**src/rtl/mux_arb_pkg.sv**
```systemverilog
// Shared types and constants for the 4-requester round-robin mux arbiter.
package mux_arb_pkg;

    localparam int N_REQ  = 4;
    localparam int SEL_W  = 2;
    localparam int HCNT_W = 8;

    typedef enum logic [0:0] {
        IDLE  = 1'b0,
        GRANT = 1'b1
    } state_t;

    // Next requester index in round-robin order (wraps 3 -> 0).
    function automatic logic [SEL_W-1:0] next_idx(input logic [SEL_W-1:0] idx);
        return idx + 2'd1;
    endfunction

    // One-hot decode of a requester index.
    function automatic logic [N_REQ-1:0] idx_onehot(input logic [SEL_W-1:0] idx);
        return 4'b0001 << idx;
    endfunction

endpackage

```
**src/rtl/rr_pick4.sv**
```systemverilog
// Combinational round-robin picker: searches req starting at ptr and wrapping,
// reporting whether anyone requests, the winner's index and its one-hot form.
module rr_pick4
    import mux_arb_pkg::*;
(
    input  logic [N_REQ-1:0] req,
    input  logic [SEL_W-1:0] ptr,
    output logic             found,
    output logic [SEL_W-1:0] idx,
    output logic [N_REQ-1:0] win
);

    logic [SEL_W-1:0] cand_s;

    // Scan from the farthest offset down so the requester nearest ptr wins last.
    always_comb begin
        found  = 1'b0;
        idx    = ptr;
        win    = 4'b0000;
        cand_s = ptr;
        for (int k = N_REQ - 1; k >= 0; k--) begin
            cand_s = ptr + SEL_W'(k);
            if (req[cand_s]) begin
                found = 1'b1;
                idx   = cand_s;
            end else begin
                found = found;
            end
        end
        if (found) begin
            win = idx_onehot(idx);
        end else begin
            win = 4'b0000;
        end
    end

endmodule

```
**src/rtl/mux_arb4.sv**
```systemverilog
// Round-robin arbiter and select sequencer for a shared 1-bit 4:1 mux path.
// One requester owns the path per tenure; a tenure ends when the owner drops
// its request or has held the path MAX_HOLD cycles, and hand-over happens on
// the same edge without a dead cycle.
module mux_arb4
    import mux_arb_pkg::*;
#(
    parameter int MAX_HOLD = 8
) (
    input  logic             clk,
    input  logic             rst_n,
    input  logic [N_REQ-1:0] req,
    input  logic [N_REQ-1:0] din,
    output logic [N_REQ-1:0] gnt,
    output logic [SEL_W-1:0] sel,
    output logic             dout,
    output logic             dout_vld,
    output logic             busy
);

    localparam logic [HCNT_W-1:0] HOLD_LIM = HCNT_W'(MAX_HOLD);
    localparam logic [HCNT_W-1:0] HCNT_SAT = {HCNT_W{1'b1}};

    state_t            state_r;
    logic [N_REQ-1:0]  gnt_r;
    logic [SEL_W-1:0]  sel_r;
    logic [SEL_W-1:0]  ptr_r;
    logic              vld_r;
    logic              busy_r;
    logic [HCNT_W-1:0] hcnt_r;

    logic [SEL_W-1:0]  pick_ptr_s;
    logic [SEL_W-1:0]  next_ptr_s;
    logic              pick_found_s;
    logic [SEL_W-1:0]  pick_idx_s;
    logic [N_REQ-1:0]  pick_win_s;
    logic              tenure_end_s;
    logic              dout_s;

    // Decide whether the current tenure ends and which pointer the picker uses;
    // at a tenure end the search already starts just past the outgoing owner.
    always_comb begin
        tenure_end_s = 1'b0;
        next_ptr_s   = next_idx(sel_r);
        pick_ptr_s   = ptr_r;
        if (state_r == GRANT) begin
            pick_ptr_s = next_ptr_s;
            if ((req[sel_r] == 1'b0) || (hcnt_r >= HOLD_LIM)) begin
                tenure_end_s = 1'b1;
            end else begin
                tenure_end_s = 1'b0;
            end
        end else begin
            pick_ptr_s   = ptr_r;
            tenure_end_s = 1'b0;
        end
    end

    rr_pick4 u_pick (
        .req   (req),
        .ptr   (pick_ptr_s),
        .found (pick_found_s),
        .idx   (pick_idx_s),
        .win   (pick_win_s)
    );

    // Arbitration FSM with registered grant, select, valid and busy outputs.
    always_ff @(posedge clk) begin
        if (!rst_n) begin
            state_r <= IDLE;
            gnt_r   <= 4'b0000;
            sel_r   <= 2'd0;
            vld_r   <= 1'b0;
            busy_r  <= 1'b0;
            ptr_r   <= 2'd0;
            hcnt_r  <= 8'd0;
        end else begin
            case (state_r)
                IDLE: begin
                    if (pick_found_s) begin
                        state_r <= GRANT;
                        gnt_r   <= pick_win_s;
                        sel_r   <= pick_idx_s;
                        vld_r   <= 1'b1;
                        busy_r  <= 1'b1;
                        hcnt_r  <= 8'd1;
                    end else begin
                        state_r <= IDLE;
                        gnt_r   <= 4'b0000;
                        vld_r   <= 1'b0;
                        busy_r  <= 1'b0;
                        hcnt_r  <= 8'd0;
                    end
                end
                GRANT: begin
                    if (tenure_end_s) begin
                        ptr_r <= next_ptr_s;
                        if (pick_found_s) begin
                            state_r <= GRANT;
                            gnt_r   <= pick_win_s;
                            sel_r   <= pick_idx_s;
                            vld_r   <= 1'b1;
                            busy_r  <= 1'b1;
                            hcnt_r  <= 8'd1;
                        end else begin
                            state_r <= IDLE;
                            gnt_r   <= 4'b0000;
                            vld_r   <= 1'b0;
                            busy_r  <= 1'b0;
                            hcnt_r  <= 8'd0;
                        end
                    end else if (hcnt_r != HCNT_SAT) begin
                        hcnt_r <= hcnt_r + 8'd1;
                    end else begin
                        hcnt_r <= hcnt_r;
                    end
                end
                default: begin
                    state_r <= IDLE;
                    gnt_r   <= 4'b0000;
                    sel_r   <= 2'd0;
                    vld_r   <= 1'b0;
                    busy_r  <= 1'b0;
                    ptr_r   <= 2'd0;
                    hcnt_r  <= 8'd0;
                end
            endcase
        end
    end

    // Zero-latency 4:1 data mux, forced low whenever nobody holds the path.
    always_comb begin
        dout_s = 1'b0;
        if (vld_r) begin
            case (sel_r)
                2'd0:    dout_s = din[0];
                2'd1:    dout_s = din[1];
                2'd2:    dout_s = din[2];
                2'd3:    dout_s = din[3];
                default: dout_s = 1'b0;
            endcase
        end else begin
            dout_s = 1'b0;
        end
    end

    assign gnt      = gnt_r;
    assign sel      = sel_r;
    assign dout     = dout_s;
    assign dout_vld = vld_r;
    assign busy     = busy_r;

endmodule

```
**config.mk**
```make
export PLATFORM = sky130hd
export DESIGN_NAME = mux_arb4
export DESIGN_NICKNAME = d
export VERILOG_FILES = /design/src/rtl/mux_arb_pkg.sv /design/src/rtl/rr_pick4.sv /design/src/rtl/mux_arb4.sv
export SDC_FILE = /design/constraint.sdc
export NUM_CORES = 1
export LEC_CHECK = 0
export BUFFER_PORTS_ARGS = -buffer_cell sky130_fd_sc_hd__buf_2
export CORE_UTILIZATION = 35
export DETAILED_ROUTE_END_ITERATION = 7
export GPL_TIMING_DRIVEN = 0
export HOLD_SLACK_MARGIN = 0.08
export PLACE_DENSITY = 0.64
export SYNTH_ARGS = -nofsm -noshare
export SYNTH_HDL_FRONTEND = slang
export SYNTH_SLANG_ARGS = --single-unit
```
**constraint.sdc**
```tcl
create_clock -name clk -period 2.8 [get_ports clk]
set_input_delay 0.14 -clock clk [delete_from_list [all_inputs] [get_ports clk]]
set_output_delay 0.14 -clock clk [all_outputs]
set_load 0.02 [all_outputs]
```
After elaboration in Yosys (flattened, before gate mapping)
Cells that the tools add are included.
W data, S select, Z words.
- add/sub/neg operators: 5
- $lt $le $gt $ge: 6
- equal/unequal tests: 6
- shift-type cells: 1
- mux-type cells: 38
- bitwise logic cells: 2
- reduce and logical (&&, ||, !) cells: 3
- operators by type and width (cell ; number):
    $mux W1 ; 16
    $mux W8 ; 2
    $pmux W8 S2 ; 1
    $lt A2 B3 Y1 const B ; 5
    $mux W2 ; 7
    $bmux W1 S2 ; 5
    $add A8 B1 Y8 const B ; 1
    $ge A8 B4 Y1 const B ; 1
    $mux W4 ; 2
    $ne A8 B8 Y1 const B ; 1
    $pmux W4 S2 ; 1
    $add A2 B1 Y2 const B ; 2
    $add A2 B2 Y2 const B ; 2
    $eq A2 B2 Y1 const B ; 2
    $pmux W1 S2 ; 2
    $pmux W1 S4 ; 1
    $pmux W2 S2 ; 1
    $shl A1 B2 Y4 const A ; 1
    $ne A3 B1 Y1 const B ; 1
    $eq A2 B1 Y1 const B ; 1
    $logic_not A2 Y1 ; 1
    $ne A2 B1 Y1 const B ; 1
    $not A1 Y1 ; 2
    $reduce_and A2 Y1 ; 1
    $logic_or A1 B1 Y1 ; 1
- register bits after elaboration: 18
- input port bits: 10
- output and inout port bits: 9

Longest topological paths before layout
Gate-level depths: netlist of the first run.
- depth in word-level cells: 13
- gate-level depth with buffers: 7

Modules after synthesis
Synthesis of the first run repeated with hierarchy kept, for this count alone.
- cell total of the unflattened synthesis: 123
- area total of the unflattened synthesis: 1073.5 µm²
- by module, submodules not included (module ; times used ; cells each ; area each (µm²) ; seq. area each (µm²)):
    mux_arb4 ; 1 ; 94 ; 898.4 ; 360.3
    rr_pick4 ; 1 ; 29 ; 175.2 ; 0.0

Least setup slack after synthesis of the first run
Ideal clock, no wire load.
- kind: register -> register
- start point: reg sel_r[0], in the netlist sel[0]
- end point: reg gnt_r[1], in the netlist gnt[1]
- library setup time: 0.069 ns
- arrival: 1.885 ns
- data required time: 2.731 ns
- path slack: 0.847 ns
- cell stages (with the launch flop): 8
- path through: dfxtp_1 inv_1 ha_1 mux2i_1 a32o_1 o32a_1 nand3b_4 o21ai_1
- longest elaborated chain between the ends: 13
- ends and longest elaborated chain (item ; RTL line ; text):
    from (decl) ; mux_arb4.sv:26 ; logic [SEL_W-1:0] sel_r;
    from (signal assigned) ; mux_arb4.sv:83 ; sel_r <= pick_idx_s;
    from (signal assigned) ; mux_arb4.sv:101 ; sel_r <= pick_idx_s;
    $add A2 B1 Y2 * ; mux_arb_pkg.sv:15 ; return idx + 2'd1;
    via next_ptr_s[0] ; mux_arb4.sv:33 ; logic [SEL_W-1:0] next_ptr_s;
    $mux W2 * ; mux_arb4.sv:46 ; if (state_r == GRANT) begin
    $add A2 B2 Y2 ; rr_pick4.sv:22 ; cand_s = ptr + SEL_W'(k);
    $bmux W1 S2 ; rr_pick4.sv:23 ; if (req[cand_s]) begin
    $mux W1 (not written as such) ; rr_pick4.sv:23 ;
    $mux W2 (4 in series) ; rr_pick4.sv:23 ;
    $shl A1 B2 Y4 ; mux_arb_pkg.sv:20 ; return 4'b0001 << idx;
    $mux W4 * ; mux_arb4.sv:80, mux_arb4.sv:98 ;
    $mux W4 ; mux_arb4.sv:96 ; if (tenure_end_s) begin
    $pmux W4 S2 * ; mux_arb4.sv:78 ; case (state_r)
    to (signal assigned) ; mux_arb4.sv:82 ; gnt_r <= pick_win_s;
    to (signal assigned) ; mux_arb4.sv:100 ; gnt_r <= pick_win_s;
    to (decl) ; mux_arb4.sv:25 ; logic [N_REQ-1:0] gnt_r;
The timed path passes the listed nets; every way through them passes the cells marked *. The select of a mux whose other input is x is not followed.
A chain may end at the register's enable or synchronous reset.

Final worst setup path of the first run
Ends and elaborated chain as after synthesis.

==> impl_metrics.env, run 1 <==
export IMPL_crit_required_ns=3.02
export IMPL_vias_per_cell=5.04
export IMPL_reg2reg_depth=7
export IMPL_path_max_fanout=8
export IMPL_drt_iter0_markers=23
export IMPL_slew_headroom=0.582
export IMPL_synth_seq_area_share=0.382
export IMPL_clock_sinks=18
export IMPL_yosysMostFrequentCell="dfxtp_1"
export IMPL_layout_cells_non_filler=156
export IMPL_p_leak_nw=0.488
export IMPL_cts_resized=0
export IMPL_ff2ff_setup_slack_ns=0.74
export IMPL_cts_made_buffers=3
export IMPL_overflow=0
export IMPL_track_usage=0.145
export IMPL_synth_commonest_cells="dfxtp_1, nor2_1, inv_1"
export IMPL_place_congestion=0.801
export IMPL_clk_path_buf_depth=2
export IMPL_slew_viol_final=0
export IMPL_p_per_area_nw_per_um2=524
export IMPL_busiest_layer="met2"
export IMPL_worstReg2RegEnd="gnt[1]"
export IMPL_worst_setup_path_start_kind="flip-flop"
export IMPL_fin_crit_sh=0.736
export IMPL_synth_ff_type="dfxtp_1"
export IMPL_maxCapViolations=0
export IMPL_cts_root_buf="clkbuf_4"
export IMPL_syn_mean_instance_area_um2=9.25
export IMPL_postCtsHoldBufs=0
export IMPL_ioPinCount=19
export IMPL_vdd_ir_drop_max_mv=0.340
export IMPL_fin_skew_ns=0.000938
export IMPL_clock_latency_ns=0.29
export IMPL_drive_above_1_share=0.254
export IMPL_arrival_ns=2.28
export IMPL_initial_utilization=0.374
export IMPL_netlist_area_um2=943
export IMPL_area_growth_synth_to_final_pct=18.0
export IMPL_finalSetupViolations=0
export IMPL_hold_viol_final=0
export IMPL_coreArea_um2=2520
export IMPL_setup_tns_ns=0
export IMPL_ctsHtreeMaxLevel=1
export IMPL_reg2reg_from="sel[0]"
export IMPL_io_buffers=17
export IMPL_grt_use_met3=0.0339
export IMPL_die_area_um2=2910
export IMPL_layout_nets=143
export IMPL_grt_use_met1=0.187
export IMPL_ys_warn_count=0
export IMPL_dp_cells=152
export IMPL_num_antenna_cells=0
export IMPL_holdPathEnd="gnt[0]"
export IMPL_synth_edf_count=0
export IMPL_die_w_um=53.9
export IMPL_ys_ff_latch=18
export IMPL_drt_pass1_iterations=4
export IMPL_wl_per_cell_um=10.9
export IMPL_rsz0062_at_grt="false"
export IMPL_synth_area_leaders="dfxtp_1, ha_1, nor2_1"
export IMPL_async_flop_share=0
export IMPL_min_delay_start="rst_n"
export IMPL_synth_top_area_frac=0.382
export IMPL_holdPathStages=3
export IMPL_first_global_vias=741
export IMPL_grt_pass1_wl_um=3120
export IMPL_min_period_ns=2.06
export IMPL_cp_end_kind="flip-flop"
export IMPL_clkTransAtPathRegs_ns=0.10
export IMPL_hpwlAfterDp_um=1320
export IMPL_row_count=18
export IMPL_worst_pin_slew_ns=0.622
export IMPL_post_cts_repair_setup_buffers=0
export IMPL_postSynthCellCount=102
export IMPL_worstSetupPathType="flip-flop to flip-flop"
export IMPL_grt_max_degree=11
export IMPL_status="finished clean"
export IMPL_grt_use_met2=0.247
export IMPL_synth_cell_types=37
export IMPL_cts_tree="built"
export IMPL_die_height_um=53.9
export IMPL_remaining_drc_errors=0
export IMPL_ant_nets=0
export IMPL_finalWirelength_um=1700
export IMPL_grt_antenna_before_repair=0
export IMPL_max_freq_mhz=485
export IMPL_yosysTopAreaCell="dfxtp_1"
export IMPL_hold_path_class="primary input to flip-flop"
export IMPL_num_vias=787
[state kept, by name, indices dropped and copies added, names as in the netlist]
signal / count
gnt: 4
sel: 2
hcnt_r: 8
ptr_r: 2
state_r: 1
busy: 1
[cells in the final DEF, fill, tap and decap left out, types with 2 or more instances in the layout]
| cell type | Yosys | routed |
|---|---|---|
| a21oi_1 | 4 | 4 |
| a31oi_1 | 4 | 4 |
| buf_2 | 0 | 17 |
| buf_6 | 2 | 2 |
| clkbuf_4 | 0 | 3 |
| conb_1 | 1 | 4 |
| dfxtp_1 | 18 | 18 |
| ha_1 | 6 | 6 |
| inv_1 | 9 | 9 |
| mux2i_1 | 3 | 3 |
| nand2_1 | 7 | 7 |
| nand2b_1 | 2 | 2 |
| nand3_1 | 6 | 6 |
| nor2_1 | 11 | 11 |
| nor3_1 | 2 | 2 |
| o21ai_0 | 2 | 2 |
| o21ai_1 | 3 | 3 |
[metrics by stage]
step	power (W)	instance area (um^2)	worst slack, ns	utilization	hold slack, ns
after floorplan	0.000395	955	0.847	-	0.323
after global placement	0.000431	1080	0.807	0.427	0.432
after detailed placement	0.000435	1080	0.776	0.427	0.442
after CTS	0.000594	1110	0.735	0.441	0.122
after global routing	0.000622	1110	0.606	0.441	0.121
final	0.000584	1110	0.740	0.441	0.138
[worst max-delay path, stage by stage (launching register included)]
cell and delay [ns]:
dfxtp_1 0.51, inv_1 0.11, ha_1 0.33, mux2i_1 0.12, a32o_1 0.24, o32a_1 0.37, nand3b_4 0.18, o21ai_1 0.13
[metal layers]
layer / wire length, um / vias to the layer above
met5: 0 / -
met4: 0 / 0
met3: 73 / 0
met2: 835 / 23
met1: 788 / 356
li1: - / 408
[power breakdown]
group	internal (W)	switching, W	leakage [nW]
clock network	0.0000791	0.0000765	0.0210
registers	0.000275	0.0000168	0.149
logic	0.0000608	0.0000758	0.318
total	0.000415	0.000169	0.488
[how the worst max path moves through the flow]
stage | cells past startpoint | endpoint | start | slack [ns]
2_1_floorplan | 7 | gnt[1] | sel[0] | 0.85
4_1_cts | 7 | gnt[1] | sel[0] | 0.73
6_report | 7 | gnt[1] | sel[0] | 0.74
5_1_grt | 7 | gnt[1] | sel[0] | 0.61
3_3_place_gp | 7 | gnt[1] | sel[0] | 0.81
3_5_place_dp | 7 | gnt[1] | sel[0] | 0.78
[cell type report]
class / instances / area, um^2
plain buffers: 3 / 30.0
flip-flops and latches: 18 / 360
clock buffers: 4 / 36.3
repair buffers: 17 / 85.1
well taps: 30 / 37.5
inverters: 9 / 33.8
multi-input cells: 75 / 531
fillers: 259 / 1410
[kinds of logic (layout without fill, tap and decap cells)]
group                    count (synthesis)  count (layout)  share of synthesized area
AO/OA/AOI/OAI                           23              23                      0.164
XOR/XNOR                                 1               1                    0.00929
adder cells (fa/ha/maj)                  6               6                     0.0796
buffers and inverters                   12              33                     0.0676
flip-flops                              18              18                      0.382
multiplexers                             5               5                     0.0676
other                                    1               4                    0.00397
AND/OR/NAND/NOR                         36              36                      0.225
Note: power is estimated with default switching activity, not from simulation.
==> run 2: changes to the inputs <==
==> constraint.sdc (replaced) <==
create_clock -name clk -period 2 [get_ports clk]
set_input_delay 0.1 -clock clk [delete_from_list [all_inputs] [get_ports clk]]
set_output_delay 0.1 -clock clk [all_outputs]
set_load 0.02 [all_outputs]
==> run 2 against run 1 <==
  * Clock power rose by 39%
  * Final area rose by 1.3%
  * Sequential cell count did not move
  * Utilization rose by 0.60 points
  * Worst setup slack got worse by 0.64 ns
  * Worst hold slack improved by 0.054 ns
  * Critical path type unchanged
  * Largest power group unchanged
==> impl_metrics.env, run 2 (synthesis results as in run 1) <==
export IMPL_ant_nets=0
export IMPL_path_max_fanout=8
export IMPL_max_freq_mhz=525
export IMPL_layout_nets=144
export IMPL_cp_num_buf_inv=1
export IMPL_vias_per_cell=5.04
export IMPL_slowest_stage="dfxtp_4"
export IMPL_reg2reg_depth=7
export IMPL_drt_iter0_markers=23
export IMPL_holdPathEnd="state_r"
export IMPL_path_delay_family="compound AO/OA/AOI/OAI gates"
export IMPL_hpwlAfterDp_um=1320
export IMPL_die_w_um=53.9
export IMPL_initial_utilization=0.374
export IMPL_min_delay_start="req[2]"
export IMPL_min_period_ns=1.90
export IMPL_worstSetupPathType="flip-flop to flip-flop"
export IMPL_clock_latency_ns=0.28
export IMPL_p_leak_nw=0.493
export IMPL_worstPathCellList="inv_1 -> ha_1 -> mux2i_1 -> a32o_1 -> o32a_1 -> nand3b_4 -> o21ai_1"
export IMPL_place_congestion=0.801
export IMPL_wl_per_cell_um=10.9
export IMPL_holdWs_ns=0.192
export IMPL_io_buffers=17
export IMPL_postPlaceCellArea_um2=1080
export IMPL_ioPinCount=19
export IMPL_overflow=0
export IMPL_max_stage_delay_ns=0.41
export IMPL_die_area_um2=2910
export IMPL_final_cell_mix="buf_2, dfxtp_1, nor2_1"
export IMPL_ff2ff_setup_slack_ns=0.1
export IMPL_crit_required_ns=2.22
export IMPL_drt_pass1_iterations=4
export IMPL_reg2reg_from="sel[0]"
export IMPL_worst_setup_path_start_kind="flip-flop"
export IMPL_p_total_w=0.000820
export IMPL_row_count=18
export IMPL_worst_pin_slew_ns=0.622
export IMPL_holdPathStages=3
export IMPL_num_vias=792
export IMPL_hold_viol_final=0
export IMPL_maxCapViolations=0
export IMPL_area_growth_synth_to_final_pct=19.6
export IMPL_status="finished clean"
export IMPL_track_usage=0.145
export IMPL_fin_skew_ns=0.000725
export IMPL_fin_crit_sh=0.952
export IMPL_fin_util=0.447
export IMPL_cts_tree="built"
export IMPL_slew_headroom=0.582
export IMPL_clkTransAtPathRegs_ns=0.10
export IMPL_die_height_um=53.9
export IMPL_ctsHtreeMaxLevel=1
export IMPL_worstReg2RegEnd="gnt[1]"
export IMPL_vdd_ir_drop_max_mv=0.483
export IMPL_remaining_drc_errors=0
export IMPL_clock_sinks=18
export IMPL_largest_reg_flops=8
export IMPL_cts_root_buf="clkbuf_4"
export IMPL_first_global_vias=741
export IMPL_cp_end_kind="flip-flop"
export IMPL_finalWirelength_um=1710
export IMPL_finalSetupViolations=0
export IMPL_grt_pass1_wl_um=3120
export IMPL_rsz0062_at_grt="false"
export IMPL_post_cts_repair_setup_buffers=0
export IMPL_clk_path_buf_depth=2
export IMPL_slew_viol_final=0
export IMPL_grt_antenna_before_repair=0
export IMPL_cts_made_buffers=3
export IMPL_regMostFlops="hcnt_r"
export IMPL_layout_commonest_cell="buf_2"
export IMPL_coreArea_um2=2520
export IMPL_hold_path_class="primary input to flip-flop"
export IMPL_p_per_area_nw_per_um2=727
export IMPL_fin_area_um2=1130
export IMPL_arrival_ns=2.12
export IMPL_drive_above_1_share=0.268
export IMPL_num_antenna_cells=0
export IMPL_grt_max_degree=11
==> run 2: cell types whose count changed in the layout (fill, tap and decap cells not counted), sizes merged <==
cell         change
dlygate4sd3      +1
==> run 2: worst max path at each step <==
| stage | end | startpoint | cells past startpoint |
|---|---|---|---|
| after floorplan | gnt[1] | sel[0] | 7 |
| after global placement | gnt[1] | sel[0] | 7 |
| after detailed placement | gnt[1] | sel[0] | 7 |
| after CTS | gnt[1] | sel[1] | 7 |
| after global routing | gnt[1] | sel[1] | 7 |
| final | gnt[1] | sel[0] | 7 |
==> run 2: area by class of cell <==
cell class	count	area, um^2
Inverter	9	33.8
Timing Repair Buffer	18	95.1
Multi-Input combinational cell	75	531
Clock buffer	4	36.3
Sequential cell	18	365
Fill cell	258	1390
Buffer	3	30.0
Tap cell	30	37.5
==> run 2: where the power goes <==
group          internal (W)  switching [W]  leakage (nW)  total, W
logic             0.0000865       0.000107         0.322  0.000193
clock network      0.000111       0.000106        0.0210  0.000217
registers          0.000386      0.0000235         0.150  0.000410
total              0.000583       0.000237         0.493  0.000820
==> run 2: per-layer routing <==
metal / GRT usage / up-vias / share of wire
met1: 0.187 / 358 / 0.47
met3: 0.0339 / 0 / 0.043
met2: 0.247 / 23 / 0.49
met4: 0.0263 / 0 / 0
li1: - / 411 / -
met5: 0 / - / 0
==> run 2: worst register-to-register path, stage by stage (launching register included) <==
cell and delay (ns):
dfxtp_4 0.41, inv_1 0.07, ha_1 0.32, mux2i_1 0.13, a32o_1 0.24, o32a_1 0.37
nand3b_4 0.18, o21ai_1 0.13
==> run 2: repair_timing <==
action / in CTS / in global routing
hold buffers: 1 / 0
endpoints found under the setup margin: 2 / 4
endpoints found under the hold margin: 1 / 0
resized for setup: 1 / 2
==> run 2: stage by stage <==
stage	setup WS [ns]	std cells	TNS (ns)
final	0.0962	157	0
after CTS	0.0322	157	0
after global routing	0.00211	157	0
after detailed placement	-0.0242	152	-0.0242
after global placement	0.00672	152	0
after floorplan	0.0466	105	0
==> run 3: changes to the inputs <==
--- a/config.mk
+++ b/config.mk
@@ -10,7 +10,7 @@
 export DETAILED_ROUTE_END_ITERATION = 7
 export GPL_TIMING_DRIVEN = 0
 export HOLD_SLACK_MARGIN = 0.08
-export PLACE_DENSITY = 0.64
+export PLACE_DENSITY = 0.66
 export SYNTH_ARGS = -nofsm -noshare
 export SYNTH_HDL_FRONTEND = slang
 export SYNTH_SLANG_ARGS = --single-unit
==> constraint.sdc (replaced) <==
create_clock -name clk -period 1.6 [get_ports clk]
set_input_delay 0.08 -clock clk [delete_from_list [all_inputs] [get_ports clk]]
set_output_delay 0.08 -clock clk [all_outputs]
set_load 0.02 [all_outputs]
==> run 3 against run 2 <==
  * The flow now finishes with violations (setup timing)
  * Clock power rose by 8%
  * Critical path depth rose by 1
  * Worst setup slack got worse by 0.23 ns
  * Clock skew is 0.011 ns higher
  * Combinational power is 61% higher
  * Sequential share of layout area is 2.8 points lower
  * Sequential power is 27% higher
  * Count of clock-buffer cells in the layout did not move
  * Sequential cell count stayed put
  * Highest routed layer is now met4
==> impl_metrics.env, run 3 (synthesis results as in run 1) <==
export IMPL_num_vias=813
export IMPL_reg2reg_depth=8
export IMPL_holdPathStages=3
export IMPL_coreArea_um2=2520
export IMPL_clkTransAtPathRegs_ns=0.11
export IMPL_rsz0062_at_grt="true"
export IMPL_hold_viol_final=0
export IMPL_drt_pass1_iterations=4
export IMPL_finalSetupViolations=8
export IMPL_area_growth_synth_to_final_pct=31.7
export IMPL_max_freq_mhz=575
export IMPL_grt_antenna_before_repair=0
export IMPL_hpwlAfterDp_um=1330
export IMPL_worst_pin_slew_ns=0.618
export IMPL_drive_above_1_share=0.376
export IMPL_vias_per_cell=4.99
export IMPL_ioPinCount=19
export IMPL_grt_pass1_wl_um=2930
export IMPL_ant_nets=0
export IMPL_crit_required_ns=1.84
export IMPL_die_area_um2=2910
export IMPL_slew_headroom=0.585
export IMPL_cts_made_buffers=3
export IMPL_timing_final_ws_setup_ns=-0.138
export IMPL_maxCapViolations=0
export IMPL_vdd_ir_drop_max_mv=0.464
export IMPL_overflow=0
export IMPL_regMostFlops="hcnt_r"
export IMPL_die_height_um=53.9
export IMPL_clk_path_buf_depth=2
export IMPL_p_per_area_nw_per_um2=855
export IMPL_path_max_fanout=6
export IMPL_slew_viol_final=0
export IMPL_clock_latency_ns=0.29
export IMPL_p_leak_nw=0.529
export IMPL_cts_root_buf="clkbuf_4"
export IMPL_worst_setup_path_start_kind="flip-flop"
export IMPL_die_w_um=53.9
export IMPL_fin_area_um2=1240
export IMPL_worstSetupPathType="flip-flop to flip-flop"
export IMPL_failed_checks="setup timing"
export IMPL_dp_cells=152
export IMPL_drt_iter0_markers=18
export IMPL_fin_crit_sh=1.09
export IMPL_layout_nets=150
export IMPL_track_usage=0.142
export IMPL_largest_reg_flops=8
export IMPL_remaining_drc_errors=0
export IMPL_min_period_ns=1.74
export IMPL_hold_path_class="primary input to flip-flop"
export IMPL_cp_end_kind="flip-flop"
export IMPL_wl_per_cell_um=11.3
export IMPL_place_congestion=0.746
export IMPL_row_count=18
export IMPL_postPlaceCellArea_um2=1100
export IMPL_initial_utilization=0.374
export IMPL_status="finished, violations left"
export IMPL_ctsHtreeMaxLevel=1
export IMPL_io_buffers=17
export IMPL_finalWirelength_um=1840
export IMPL_fin_skew_ns=0.0116
export IMPL_arrival_ns=1.98
export IMPL_cts_tree="built"
export IMPL_first_global_vias=696
export IMPL_num_antenna_cells=0
export IMPL_max_stage_delay_ns=0.41
export IMPL_layout_commonest_cell="buf_2"
export IMPL_final_cell_mix="buf_2, dfxtp_1, nor2_1"
export IMPL_clock_sinks=18
export IMPL_worstPathCellList="inv_4 -> ha_4 -> mux2i_4 -> buf_6 -> nor3_2 -> o32a_1 -> nand3b_4 -> o21ai_2"
export IMPL_grt_max_degree=11
export IMPL_layout_cells_non_filler=163
export IMPL_slowest_stage="dfxtp_4"
-- run 3: changes by cell type in the layout (fill, tap and decap cells not counted), sizes merged --
cell  before  now
buf       20   26
-- run 3: final cells by class --
cell class | count | area, um^2
buffer | 2 | 18.8
clock buffer | 4 | 26.3
fill | 246 | 1280
inverter | 9 | 36.3
multi-input combinational | 75 | 604
sequential | 18 | 368
tap | 30 | 37.5
timing repair buffer | 25 | 151
-- run 3: metal layers --
metal | up-vias | track usage | wire [um]
met5 | - | 0 | 0
met4 | 0 | 0.0789 | 23
met3 | 4 | 0.0339 | 78
met2 | 19 | 0.243 | 906
met1 | 369 | 0.161 | 833
li1 | 421 | - | -
-- run 3: per-stage QoR --
stage                     total power, W  utilization  setup WS, ns  TNS (ns)  hold slack [ns]
after floorplan                 0.000707            -        -0.101    -0.257            0.263
after global placement          0.000770        0.437        -0.153    -0.552            0.378
after detailed placement        0.000779        0.437        -0.161    -0.707            0.380
after CTS                        0.00105        0.476        -0.152    -0.653            0.140
after global routing             0.00113        0.493        -0.220     -1.37            0.159
final                            0.00106        0.493        -0.138    -0.662            0.148
-- run 3: power breakdown --
part           leakage, nW  internal (W)  switching [W]
registers            0.150      0.000483      0.0000358
logic                0.363      0.000152       0.000157
clock network       0.0150     0.0000969       0.000137
total                0.529      0.000732       0.000330
-- run 3: final timing paths --
check | endpoint | start | slack [ns]
min | state_r | req[2] | 0.15
max reg2reg | gnt[0] | sel[0] | -0.14
min reg2reg | gnt[2] | gnt[2] | 0.48
max | gnt[0] | sel[0] | -0.14
-- run 3: repair_timing --
action,CTS,global route
hold endpoints to repair,6,0
gates resized for setup,7,6
setup endpoints to repair,9,13
gates cloned,0,0
hold buffers,1,0
buffers inserted,6,1
pin swaps,6,6
-- run 3: critical path: cells and delay by family (launching register included) --
family,cells,cell delay [ns]
AO/OA/AOI/OAI,2,0.49
flip-flops,1,0.41
adder cells (fa/ha/maj),1,0.24
AND/OR/NAND/NOR,2,0.21
buffers and inverters,2,0.17
multiplexers,1,0.15
